--- config.mk ---
export PLATFORM = sky130hd
export DESIGN_NAME = mem_arbiter
export DESIGN_NICKNAME = d
export VERILOG_FILES = /design/src/rtl/mem_arbiter_pkg.sv /design/src/rtl/mem_arbiter_rr_pick2.sv /design/src/rtl/mem_arbiter.sv
export SDC_FILE = /design/constraint.sdc
export NUM_CORES = 1
export LEC_CHECK = 0
export CAP_MARGIN = 20
export CORE_AREA = 2 2 119 98
export DETAILED_ROUTE_END_ITERATION = 6
export DIE_AREA = 0 0 121 100
export PLACE_DENSITY = 0.74
export RECOVER_POWER = 25
export SLEW_MARGIN = 20
export SYNTH_ARGS = -nofsm -noshare
export SYNTH_HDL_FRONTEND = slang
export SYNTH_SLANG_ARGS = --single-unit
--- constraint.sdc ---
create_clock -name clk -period 3.8 [get_ports clk]
set_clock_uncertainty 0.15 [all_clocks]
set_input_delay 1.14 -clock clk [delete_from_list [all_inputs] [get_ports clk]]
set_output_delay 1.14 -clock clk [all_outputs]
set_load 0.05 [all_outputs]
--- src/rtl/mem_arbiter_pkg.sv ---
// Shared pipeline types for the memory-port arbiter: FSM states, the NOP word
// and the registered memory-request bundle.
package mem_arbiter_pkg;

  typedef enum logic [1:0] {
    ARB_IDLE    = 2'd0,
    ARB_BUSY_IF = 2'd1,
    ARB_BUSY_D  = 2'd2
  } arb_state_t;

  // addi x0, x0, 0 -- a hung fetch decodes as a harmless NOP
  localparam logic [31:0] NOP_INSTR = 32'h0000_0013;

  typedef struct packed {
    logic        we;
    logic [3:0]  wstrb;
    logic [31:0] addr;
    logic [31:0] wdata;
  } mem_req_t;

endpackage

--- src/rtl/mem_arbiter_rr_pick2.sv ---
// Two-input round-robin picker: a lone requester always wins, a tie goes to
// the input that was not granted last.
module rr_pick2 (
  input  logic       clk,
  input  logic       rst,
  input  logic [1:0] req,
  input  logic       advance,
  output logic [1:0] grant
);

  logic last;  // index of the most recently granted input

  always_comb begin
    grant = 2'b00;
    case (req)
      2'b01:   grant = 2'b01;
      2'b10:   grant = 2'b10;
      2'b11:   grant = last ? 2'b01 : 2'b10;
      default: grant = 2'b00;
    endcase
  end

  always_ff @(posedge clk) begin
    if (rst)
      last <= 1'b0;
    else if (advance && (req != 2'b00))
      last <= grant[1];
  end

endmodule

--- src/rtl/mem_arbiter.sv ---
// Shares one memory port between instruction fetch and load/store, with
// round-robin arbitration and a wait-state watchdog that ends hung accesses.
module mem_arbiter
  import mem_arbiter_pkg::*;
#(
  parameter int          MAX_WAIT  = 16,
  parameter logic [31:0] ERR_RDATA = NOP_INSTR
) (
  input  logic        clk,
  input  logic        rst,
  input  logic        if_valid,
  input  logic [31:0] if_addr,
  output logic        if_ready,
  output logic [31:0] if_rdata,
  input  logic        d_valid,
  input  logic        d_we,
  input  logic [3:0]  d_wstrb,
  input  logic [31:0] d_addr,
  input  logic [31:0] d_wdata,
  output logic        d_ready,
  output logic [31:0] d_rdata,
  output logic        mem_valid,
  output logic        mem_we,
  output logic [3:0]  mem_wstrb,
  output logic [31:0] mem_addr,
  output logic [31:0] mem_wdata,
  input  logic [31:0] mem_rdata,
  input  logic        mem_ready,
  output logic        err
);

  localparam int              CW       = $clog2(MAX_WAIT + 1);
  localparam logic [CW-1:0]   WAIT_SAT = CW'(MAX_WAIT);
  localparam logic [CW-1:0]   WAIT_TO  = CW'(MAX_WAIT - 1);

  arb_state_t    state;
  mem_req_t      req_q;
  logic [CW-1:0] wait_cnt;
  logic [1:0]    grant;
  logic          busy;
  logic          timeout;
  logic          timed_out;
  logic          done;
  logic [31:0]   resp_data;

  rr_pick2 u_pick (
    .clk     (clk),
    .rst     (rst),
    .req     ({d_valid, if_valid}),
    .advance (state == ARB_IDLE),
    .grant   (grant)
  );

  // The counter holds the number of stalled cycles already spent, so the
  // watchdog trips during the MAX_WAIT-th busy cycle.
  assign busy      = (state != ARB_IDLE);
  assign timeout   = (wait_cnt >= WAIT_TO);
  assign timed_out = busy && timeout && !mem_ready;
  assign done      = busy && (mem_ready || timeout);
  assign resp_data = timed_out ? ERR_RDATA : mem_rdata;

  // Completion is combinational for single-cycle latency; reset masks it so
  // an abandoned access never reports.
  assign if_ready  = !rst && done && (state == ARB_BUSY_IF);
  assign d_ready   = !rst && done && (state == ARB_BUSY_D);
  assign err       = !rst && timed_out;
  assign if_rdata  = if_ready ? resp_data : '0;
  assign d_rdata   = d_ready  ? resp_data : '0;

  assign mem_we    = req_q.we;
  assign mem_wstrb = req_q.wstrb;
  assign mem_addr  = req_q.addr;
  assign mem_wdata = req_q.wdata;

  always_ff @(posedge clk) begin
    if (rst) begin
      state     <= ARB_IDLE;
      req_q     <= '0;
      mem_valid <= 1'b0;
      wait_cnt  <= '0;
    end else begin
      case (state)
        ARB_IDLE: begin
          if (grant[1]) begin
            state     <= ARB_BUSY_D;
            req_q     <= '{we: d_we, wstrb: d_wstrb, addr: d_addr, wdata: d_wdata};
            mem_valid <= 1'b1;
            wait_cnt  <= '0;
          end else if (grant[0]) begin
            state     <= ARB_BUSY_IF;
            req_q     <= '{we: 1'b0, wstrb: 4'b0000, addr: if_addr, wdata: 32'h0};
            mem_valid <= 1'b1;
            wait_cnt  <= '0;
          end
        end
        ARB_BUSY_IF, ARB_BUSY_D: begin
          if (done) begin
            state     <= ARB_IDLE;
            mem_valid <= 1'b0;
          end else if (wait_cnt != WAIT_SAT) begin
            wait_cnt <= wait_cnt + 1'b1;
          end
        end
        default: begin
          state     <= ARB_IDLE;
          mem_valid <= 1'b0;
        end
      endcase
    end
  end

endmodule

==> results.py, run 1 <==
metrics = {
    "placement": {
        "placed_area_mm2": 0.00627,
        "place_congestion": 0.797,
        "number_of_input_and_output_port_buffers_inserted": 274,
        "dp.cells": 844,
        "dpl_worst_slack_ns": -0.352,
        "dp_hpwl_um": 9890,
    },
    "setup_path": {
        "critical_path.cell_chain": "buf_2 > nor2_1 > nand3_4 > buf_12 > buf_12 > buf_16 > nor2_1 > buf_6",
        "path_buf_inv": 5,
        "worst_setup_path_start_kind": "input pin",
        "largest_stage_delay_on_the_critical_path_ns": 0.30,
        "worst-endpoint-required_ns": 2.51,
        "critical_path_peak_fanout": 8,
        "timing.critical_path.arrival_ns": 2.47,
        "cp_top_family": "buffers and inverters",
        "cell_with_the_largest_stage_delay_on_the_worst_path": "nor2_1",
        "timing.setup.critical_path_class": "input pin to output port",
        "end_kind": "output port",
    },
    "global_route": {
        "number_of_antenna_violations_at_the_first_check_in_global_routing": 2,
        "grt_overflow_total": 0,
        "grt_start_max_net_pins": 80,
        "first_pass_grt_wire_length_um": 21400,
        "grt.total_usage_pct": 22.0,
        "grt_pass1_vias": 4382,
    },
    "routing": {
        "vias": 4474,
        "drt_pass_1_iters": 4,
        "drtAntennaViolNets": 0,
        "detail_route.iter0.violations": 182,
        "drt_drc_violations_left": 0,
        "routed_wl_um": 14600,
        "detail_route.vias_per_cell": 5.11,
        "detail_route.wl_per_cell_um": 16.7,
    },
    "sta": {
        "post-route-period-util_pct": 98.9,
        "rsz_0062_raised_after_global_routing": "false",
        "hold_violations": 0,
        "timing.final.setup_violations": 0,
        "worst-slew-pin-transition_ns": 0.830,
        "achievable-frequency_ghz": 0.266,
        "time_the_worst_path_needs_with_i_o_delays_and_setup_ns": 3.76,
        "finalSetupTns_ns": 0,
        "maxSlewHeadroom_pct": 44.7,
        "slew_viol_final": 0,
        "fin_worst_hold_slack_ns": 0.298,
        "finalWorstSetupSlack_ns": 0.0408,
    },
    "synth": {
        "synth_seq_cells": 78,
        "syn-cell-area_mm2": 0.00350,
        "yosysSeqAreaShare_pct": 44.6,
        "synth_top_flop_cell": "dfxtp_1",
        "asyncSetResetFlopFracSynth_pct": 0,
        "synth_enable_flop_cells": 0,
        "syn-mean-instance-area_um2": 7.85,
        "synth_cell_type_count": 36,
        "synth_largest_type_area_fraction_pct": 44.6,
        "postSynthNetCount": 590,
        "synth_area_leaders": "dfxtp_1 (45%), nor2_1 (11%), o221ai_1 (8.0%)",
        "yosys_warnings": 0,
        "synth_area_leader_cell": "dfxtp_1",
        "post_synth_inst_count": 446,
    },
    "floorplanning": {
        "row_count": 35,
        "initial_standard_cell_utilization_of_the_core_pct": 31.6,
        "core-area_mm2": 0.0111,
        "floorplan.die.width_um": 121,
        "io_pins": 275,
        "chipHeight_um": 100,
        "dieArea_mm2": 0.0121,
    },
    "pwr": {
        "power_switching_share_pct": 33.3,
        "seqPwrFrac_pct": 33.8,
        "powerDensity_mw_per_mm2": 390,
        "power_report.internal_total_uw": 1850,
        "pwr-share-comb_pct": 33.1,
        "power.ir.vdd_worst_mv": 0.266,
        "switchingPower_uw": 923,
        "clock_power_share_pct": 33.0,
        "leakagePower_uw": 0.00287,
    },
    "cts": {
        "clockRootBuffer": "clkbuf_16",
        "htree_levels": 3,
        "cts-hold-fix-buffers": 0,
        "cts_tree": "built",
        "clock_sink_count": 78,
        "cts.clk_slew.worst_paths_ns": 0.06,
        "cts_inserted_buffers": 9,
        "clock_insertion_delay_worst_skew_ns": 0.32,
        "cts.path.max_buffers": 2,
    },
    "layout": {
        "layout.cells.most_common": "clkdlybuf4s50_1",
        "final_nets": 866,
        "stdcell_count": 876,
        "layout_common_cells": "clkdlybuf4s50_1 (204), nor2_1 (105), dfxtp_1 (77)",
        "area_growth_from_synthesis_to_layout_pct": 103,
        "final_cell_area_mm2": 0.00711,
        "drive_gt1_share_pct": 17.9,
    },
    "run": {
        "timing.max_cap.violations": 0,
    },
    "min_path": {
        "hp-class": "register to register",
    },
    "run_status": {
        "outcome": "finished clean",
    },
}
## synthesized netlist by cell type, drive strengths merged (2+ instances only)
cell type / n
nor2: 107
dfxtp: 78
nand2: 63
a21oi: 37
a22oi: 37
o221ai: 32
clkbuf: 29
buf: 11
inv: 9
ha: 6
o21ai: 4
nand3: 3
nor2b: 3
o41ai: 3
a21boi: 2
a21o: 2
a22o: 2
nor3: 2
o2111ai: 2
or4: 2
## layout make-up
type	count	area (um^2)
inverters	9	33.8
repair buffers	304	3190
well taps	148	185
fillers	896	3970
multi-input cells	320	1810
clock inverters	5	83.8
clock buffers	10	239
flip-flops and latches	78	1560
diodes	2	5.00
## tightest hold or removal path, delay by kind of cell (launching register included)
kind            cells  cell delay (ns)
flops               1             0.30
simple gates        1             0.05
compound gates      1             0.05
## kinds of logic after synthesis
kind of cell,share of synthesized area (%)
AOI/OAI and AO/OA,25.3
adders and majority gates,2.14
buffers and inverters,6.04
DFF,44.6
and+or+nand+nor,21.9
## path summary, 6_finish.rpt
check,slack (ns),cells after the start,end,start
worst max-delay path,0.04,8,d_rdata[17],rst
worst min register to register,0.30,2,mem_addr[16]$_SDFFE_PP0P_,mem_addr[16]$_SDFFE_PP0P_
worst max register to register,1.21,6,wait_cnt[2]$_SDFFE_PP0P_,state[0]$_SDFFE_PP0P_
worst min-delay path,0.30,2,mem_addr[16]$_SDFFE_PP0P_,mem_addr[16]$_SDFFE_PP0P_
## through the flow
stage | util, % | power, uW
finish | 64.2 | 2780
global route | 64.2 | 2890
CTS | 63.6 | 2800
detailed placement | 56.6 | 1860
global placement | 56.6 | 1840
floorplan | - | 1480
## repair_timing
item / 4_1_cts / 5_1_grt
setup endpoints to repair: 67 / 58
cloned: 6 / 2
gates resized for setup: 71 / 9
setup buffers: 7 / 0
pin swaps: 3 / 1
## state kept, by name, summed over array words and instances (netlist names)
name	cells
mem_valid	1
mem_wstrb	4
mem_wdata	32
mem_we	1
wait_cnt	5
state	2
mem_addr	32
u_pick.last	1
## routing by layer
metal | track usage [%] | vias up | share of wire, %
met4 | 8.23 | 0 | 3.1
met3 | 6.99 | 32 | 7.9
met5 | 0 | - | 0
li1 | - | 2125 | -
met1 | 21.5 | 2114 | 36
met2 | 42.8 | 203 | 53
## power groups by stage
stage | Combinational, uW | Sequential (uW) | Clock, uW
after floorplan | 283 | 1200 | 0
after global placement | 892 | 950 | 0
after detailed placement | 904 | 956 | 0
after CTS | 924 | 939 | 934
after global routing | 968 | 948 | 973
final | 920 | 940 | 917
Power figures use the tool's default switching activity.
==> inputs of run 2 (changes only) <==
--- a/config.mk
+++ b/config.mk
@@ -6,12 +6,13 @@
 export NUM_CORES = 1
 export LEC_CHECK = 0
 export CAP_MARGIN = 20
-export CORE_AREA = 2 2 119 98
+export CORE_AREA = 2 2 130 107
 export DETAILED_ROUTE_END_ITERATION = 6
-export DIE_AREA = 0 0 121 100
-export PLACE_DENSITY = 0.74
+export DIE_AREA = 0 0 132 109
+export PLACE_DENSITY = 0.64
 export RECOVER_POWER = 25
 export SLEW_MARGIN = 20
 export SYNTH_ARGS = -nofsm -noshare
 export SYNTH_HDL_FRONTEND = slang
+export SYNTH_HIERARCHICAL = 1
 export SYNTH_SLANG_ARGS = --single-unit
==> run 2 against run 1 <==
Compared with the run above: the flow now finishes with violations (capacitance limit, slew limit); combinational power grew to 2.6 times the previous value; sequential cell count stayed put; clock power is 5.7% higher; non-clock buffer count is 14 lower; final area is 11% higher; critical path depth is 1 higher; worst setup slack better by 0.11 ns; synthesized cell count is 0.22% lower; critical endpoint is now if_rdata[14]; largest cell class unchanged.
==> results.py, run 2 <==
metrics = {
    "floorplanning": {
        "io_pins": 275,
        "core-area_mm2": 0.0132,
        "floorplan.die.width_um": 132,
        "dieArea_mm2": 0.0144,
        "chipHeight_um": 109,
        "row_count": 38,
        "initial_standard_cell_utilization_of_the_core_pct": 27.4,
    },
    "synth": {
        "synth_enable_flop_cells": 0,
        "synth_top_flop_cell": "dfxtp_1",
        "synth_area_leader_cell": "dfxtp_1",
        "post-synth-top-count-cell": "nor2_1",
        "yosys_warnings": 6,
        "synth_area_leaders": "dfxtp_1 (43%), nor2_1 (15%), mux2i_1 (8.9%)",
        "synth_commonest_cells": "nor2_1 (143), dfxtp_1 (78), a22oi_1 (37)",
        "asyncSetResetFlopFracSynth_pct": 0,
        "post_synth_inst_count": 445,
        "synth_largest_type_area_fraction_pct": 43.3,
        "syn-cell-area_mm2": 0.00360,
        "synth_seq_cells": 78,
        "syn-mean-instance-area_um2": 8.09,
        "postSynthNetCount": 589,
        "yosysSeqAreaShare_pct": 43.3,
        "synth_cell_type_count": 36,
    },
    "global_route": {
        "grt_start_max_net_pins": 75,
        "grt.total_usage_pct": 17.7,
        "grt_overflow_total": 0,
        "first_pass_grt_wire_length_um": 20700,
        "grt_pass1_vias": 4023,
        "number_of_antenna_violations_at_the_first_check_in_global_routing": 0,
    },
    "sta": {
        "hold_violations": 0,
        "worst-slew-pin-transition_ns": 1.54,
        "achievable-frequency_ghz": 0.274,
        "maxSlewHeadroom_pct": -2.39,
        "timing.final.setup_violations": 0,
        "slew_viol_final": 75,
        "time_the_worst_path_needs_with_i_o_delays_and_setup_ns": 3.65,
        "post-route-period-util_pct": 96.1,
        "fin_worst_hold_slack_ns": 0.339,
    },
    "placement": {
        "number_of_input_and_output_port_buffers_inserted": 274,
        "place_congestion": 0.867,
        "dp.cells": 873,
        "dp_hpwl_um": 10100,
    },
    "cts": {
        "cts.path.max_buffers": 2,
        "htree_levels": 3,
        "clock_insertion_delay_worst_skew_ns": 0.32,
        "cts-hold-fix-buffers": 0,
        "cts_tree": "built",
        "cts.clk_slew.worst_paths_ns": 0.06,
        "clock_sink_count": 78,
        "clockRootBuffer": "clkbuf_16",
        "cts_inserted_buffers": 9,
    },
    "layout": {
        "drive_gt1_share_pct": 23.8,
        "fillers": 1110,
        "stdcell_count": 895,
        "final_nets": 854,
        "layout.cells.most_common": "clkdlybuf4s50_1",
        "area_growth_from_synthesis_to_layout_pct": 119,
        "insertedDiodeCount": 0,
        "layout_common_cells": "clkdlybuf4s50_1 (171), nor2_1 (81), dfxtp_1 (78)",
    },
    "run_status": {
        "outcome": "finished with violations",
        "violated_checks": "capacitance limit, slew limit",
    },
    "min_path": {
        "hp-class": "register to register",
        "min_path_cells": 2,
    },
    "setup_path": {
        "end_kind": "output port",
        "ff2ff_path_depth": 6,
        "critical_path_peak_fanout": 15,
        "critical_path.cell_chain": "ha_1 > and3_1 > ha_1 > nor2_2 > a211o_4 > clkbuf_16 > nand2_1 > nor2_2 > buf_12",
        "timing.setup.critical_path_class": "register to output port",
        "worst-endpoint-required_ns": 2.51,
        "timing.critical_path.arrival_ns": 2.36,
        "worst_setup_path_start_kind": "register",
        "cell_with_the_largest_stage_delay_on_the_worst_path": "dfxtp_1",
        "largest_stage_delay_on_the_critical_path_ns": 0.36,
    },
    "routing": {
        "drt_drc_violations_left": 0,
        "vias": 4158,
        "drtAntennaViolNets": 0,
        "routed_wl_um": 13700,
        "detail_route.vias_per_cell": 4.65,
        "detail_route.iter0.violations": 122,
        "detail_route.wl_per_cell_um": 15.3,
        "drt_pass_1_iters": 6,
    },
    "pwr": {
        "leakagePower_uw": 0.00318,
        "power.ir.vdd_worst_mv": 0.370,
        "powerDensity_mw_per_mm2": 577,
    },
    "run": {
        "timing.max_cap.violations": 1,
    },
}
-- run 2: cell types whose count changed in the layout (fill, tap and decap cells not counted), sizes merged, moves of 16 or more --
cell / change
nor2: +36
a21oi: -34
clkdlybuf4s50: -33
dlygate4sd3: +33
a211oi: +32
mux2i: +32
o221ai: -32
nand2: -31
buf: -16
-- run 2: worst max-delay path, delay by kind of cell, from the launching register on --
kind,cells,cell delay [ns]
buf+inv,2,0.34
fa+ha+maj,2,0.46
simple gates,4,0.68
compound gates,1,0.21
flops,1,0.36
-- run 2: routing by layer --
| layer | up-vias | GRT usage [%] | share of wire, % |
|---|---|---|---|
| met3 | 8 | 4.70 | 6.8 |
| met4 | 0 | 6.68 | 1.1 |
| li1 | 2075 | - | - |
| met5 | - | 0 | 0 |
| met2 | 158 | 31.9 | 53 |
| met1 | 1917 | 20.2 | 39 |
-- run 2: area by class of cell --
| type | instances | area [um^2] | share of cell area [%] |
|---|---|---|---|
| sequential | 78 | 1560 | 19.8 |
| multi-input combinational | 320 | 2050 | 26.1 |
| clock buffer | 11 | 233 | 2.95 |
| tap | 180 | 225 | 2.86 |
| clock inverter | 5 | 108 | 1.37 |
| inverter | 11 | 41.3 | 0.524 |
| timing repair buffer | 290 | 3650 | 46.4 |
-- run 2: timing repair --
action                                  CTS  global route
cloned                                    0             6
pin swaps                                 0             2
endpoints found under the setup margin   28            65
setup buffers                             0             0
gates resized for setup                  13            61
-- run 2: path summary, 6_finish.rpt --
path | start | to | slack (ns)
worst max-delay path | wait_cnt[0]$_SDFFE_PP0P_ | if_rdata[14] | 0.15
worst min-delay path | mem_wstrb[2]$_SDFFE_PP0P_ | mem_wstrb[2]$_SDFFE_PP0P_ | 0.34
worst min register to register | mem_wstrb[2]$_SDFFE_PP0P_ | mem_wstrb[2]$_SDFFE_PP0P_ | 0.34
worst max register to register | state[0]$_SDFFE_PP0P_ | wait_cnt[4]$_SDFFE_PP0P_ | 1.54
-- run 2: cell families (layout without fill, tap and decap cells) --
logic type	count (synthesis)	count (layout)	synth area share, %
DFF	78	78	43.3
buffers and inverters	47	317	5.70
muxes	32	32	8.89
AOI/OAI and AO/OA	93	93	19.3
adders and majority gates	6	6	2.08
and+or+nand+nor	189	189	20.6
-- run 2: stage by stage --
stage	area, um^2	util (%)	worst slack [ns]	power [uW]	setup TNS, ns
global route	7880	59.8	-0.000396	4790	-0.000396
floorplan	3600	-	0.202	2740	0
global placement	7210	54.8	-0.0460	3540	-0.194
finish	7880	59.8	0.147	4540	0
CTS	7580	57.6	-0.00995	4580	-0.0553
detailed placement	7210	54.8	-0.0499	3590	-0.388
-- run 2: power by group --
part	switching, uW	internal [uW]
registers	122	1050
clock network	325	644
logic	1540	854
==> inputs of run 3 (changes only) <==
--- a/config.mk
+++ b/config.mk
@@ -7,6 +7,7 @@
 export LEC_CHECK = 0
 export CAP_MARGIN = 20
 export CORE_AREA = 2 2 130 107
+export CTS_BUF_LIST = sky130_fd_sc_hd__clkbuf_4
 export DETAILED_ROUTE_END_ITERATION = 6
 export DIE_AREA = 0 0 132 109
 export PLACE_DENSITY = 0.64
==> run 3 against run 2 <==
Compared with the run above: the flow still finishes with violations (capacitance limit, slew limit); via count barely moved; sequential cell count did not move; count of clock-buffer cells in the layout did not move; largest cell class unchanged; routed wire length fell by 0.22%; critical path type unchanged; global-route usage barely moved.
==> results.py, run 3 (same netlist as run 2, synthesis figures left out) <==
metrics = {
    "run_status": {
        "outcome": "finished with violations",
        "violated_checks": "capacitance limit, slew limit",
    },
    "sta": {
        "timing.final.setup_violations": 0,
        "rsz_0062_raised_after_global_routing": "false",
        "finalWorstSetupSlack_ns": 0.142,
        "post-route-period-util_pct": 96.3,
        "time_the_worst_path_needs_with_i_o_delays_and_setup_ns": 3.66,
        "slew_viol_final": 75,
        "maxSlewHeadroom_pct": -4.66,
        "hold_violations": 0,
        "worst-slew-pin-transition_ns": 1.57,
        "finalSetupTns_ns": 0,
        "achievable-frequency_ghz": 0.273,
    },
    "setup_path": {
        "timing.setup.critical_path_class": "register to output port",
        "worstReg2RegStart": "u_pick/last$_SDFFE_PP0P_",
        "worstReg2RegEnd": "wait_cnt[2]$_SDFFE_PP0P_",
        "reg2reg_slack_ns": 1.22,
        "ff2ff_path_depth": 7,
        "worst-endpoint-required_ns": 2.51,
        "critical_path_peak_fanout": 30,
        "end_kind": "output port",
        "worst_setup_path_start_kind": "register",
        "timing.critical_path.arrival_ns": 2.37,
    },
    "layout": {
        "final_cell_area_mm2": 0.00772,
        "final_nets": 853,
        "drive_gt1_share_pct": 24.4,
        "area_growth_from_synthesis_to_layout_pct": 114,
        "fillers": 1123,
        "layout.cells.most_common": "clkdlybuf4s50_1",
        "layout_common_cells": "clkdlybuf4s50_1 (204), nor2_1 (82), dfxtp_1 (76)",
    },
    "placement": {
        "place_congestion": 0.867,
        "dp_hpwl_um": 10100,
        "dpl_worst_slack_ns": -0.0499,
        "number_of_input_and_output_port_buffers_inserted": 274,
        "placed_area_mm2": 0.00721,
    },
    "cts": {
        "htree_levels": 3,
        "cts-hold-fix-buffers": 0,
        "cts.repair_timing.setup_buffer_count": 0,
        "cts.path.max_buffers": 2,
        "cts.clk_slew.worst_paths_ns": 0.12,
        "cts_inserted_buffers": 9,
        "clock_sink_count": 78,
        "clock_insertion_delay_worst_skew_ns": 0.42,
        "cts_tree": "built",
        "clockRootBuffer": "clkbuf_4",
    },
    "routing": {
        "routed_wl_um": 13600,
        "drtAntennaViolNets": 0,
        "detail_route.vias_per_cell": 4.65,
        "drt_pass_1_iters": 6,
        "vias": 4162,
        "detail_route.iter0.violations": 132,
        "drt_drc_violations_left": 0,
        "detail_route.wl_per_cell_um": 15.2,
    },
    "floorplanning": {
        "io_pins": 275,
        "row_count": 38,
        "chipHeight_um": 109,
        "core-area_mm2": 0.0132,
        "dieArea_mm2": 0.0144,
        "initial_standard_cell_utilization_of_the_core_pct": 27.4,
        "floorplan.die.width_um": 132,
    },
    "min_path": {
        "hold_path.startpoint": "mem_addr[17]$_SDFFE_PP0P_",
        "worstHoldEndpoint": "mem_addr[17]$_SDFFE_PP0P_",
        "min_path_cells": 2,
        "hp-class": "register to register",
    },
    "global_route": {
        "grt_start_max_net_pins": 75,
        "grt_overflow_total": 0,
        "grt.total_usage_pct": 17.7,
        "number_of_antenna_violations_at_the_first_check_in_global_routing": 1,
        "grt_pass1_vias": 4025,
        "first_pass_grt_wire_length_um": 20600,
    },
    "pwr": {
        "power.ir.vdd_worst_mv": 0.312,
        "leakagePower_uw": 0.00300,
        "total_power_uw": 4240,
        "powerDensity_mw_per_mm2": 549,
    },
    "run": {
        "timing.max_cap.violations": 1,
    },
}
==> run 3: changes by cell type in the layout (fill, tap and decap cells not counted), moves of 2 or more <==
cell,change
clkbuf_16,-10
clkbuf_4,+11
clkdlybuf4s50_1,+33
dfxtp_1,-2
dfxtp_2,+2
dlygate4sd3_1,-33
ha_1,-2
ha_2,+2
nand2_1,-2
nand2_2,+2
nor2_2,-7
nor2_4,+6
==> run 3: cell type report <==
cell class                 count  area, um^2  share of cell area [%]
timing repair buffer         289        3610                    46.8
inverter                      11        41.3                   0.535
clock inverter                 5         108                    1.39
tap                          180         225                    2.92
multi-input combinational    320        2080                    27.0
antenna                        1        2.50                  0.0324
clock buffer                  11        82.6                    1.07
sequential                    78        1560                    20.3
==> run 3: what timing repair did <==
item / 4_1_cts / 5_1_grt
pin swaps: 0 / 4
resized for setup: 16 / 67
endpoints found under the setup margin: 50 / 66
gates cloned: 0 / 5
endpoints found under the hold margin: 0 / 0
==> run 3: per-layer routing <==
layer | vias to the layer above | wire [um] | global-route usage, %
met2 | 171 | 7080 | 32.0
met1 | 1906 | 5380 | 20.1
li1 | 2072 | - | -
met3 | 13 | 962 | 4.56
met4 | 0 | 202 | 7.07
met5 | - | 0 | 0
==> run 3: stage by stage <==
step           hold slack (ns)  cells  utilization [%]
3_3_place_gp             0.328    873             54.8
6_report                 0.354    895             58.6
5_1_grt                  0.369    895             58.6
3_5_place_dp             0.321    873             54.8
2_1_floorplan            0.310    445                -
4_1_cts                  0.358    889             56.5
==> run 3: where the power goes <==
part	leakage [uW]	switching, uW	internal [uW]
clock	0.000101	291	351
combinational	0.00226	1540	877
sequential	0.000644	127	1050
total	0.00300	1960	2280
==> run 3: worst max-delay path by stage <==
stage / startpoint / to / slack [ns] / cells past startpoint
2_1_floorplan: mem_ready / if_rdata[0] / 0.20 / 4
3_3_place_gp: mem_ready / if_rdata[1] / -0.05 / 7
3_5_place_dp: mem_ready / if_rdata[4] / -0.05 / 7
4_1_cts: mem_ready / d_rdata[13] / -0.01 / 7
5_1_grt: wait_cnt[0]$_SDFFE_PP0P_ / if_rdata[25] / 0.01 / 9
6_report: wait_cnt[0]$_SDFFE_PP0P_ / d_rdata[27] / 0.14 / 9
==> run 3: critical path, stage by stage (launching register included) <==
cell,delay [ns]
dfxtp_2,0.40
ha_2,0.21
and3_1,0.17
ha_2,0.22
nor2_4,0.05
a211o_1,0.33
buf_12,0.18
nand2_1,0.17
nor2_2,0.07
buf_12,0.15
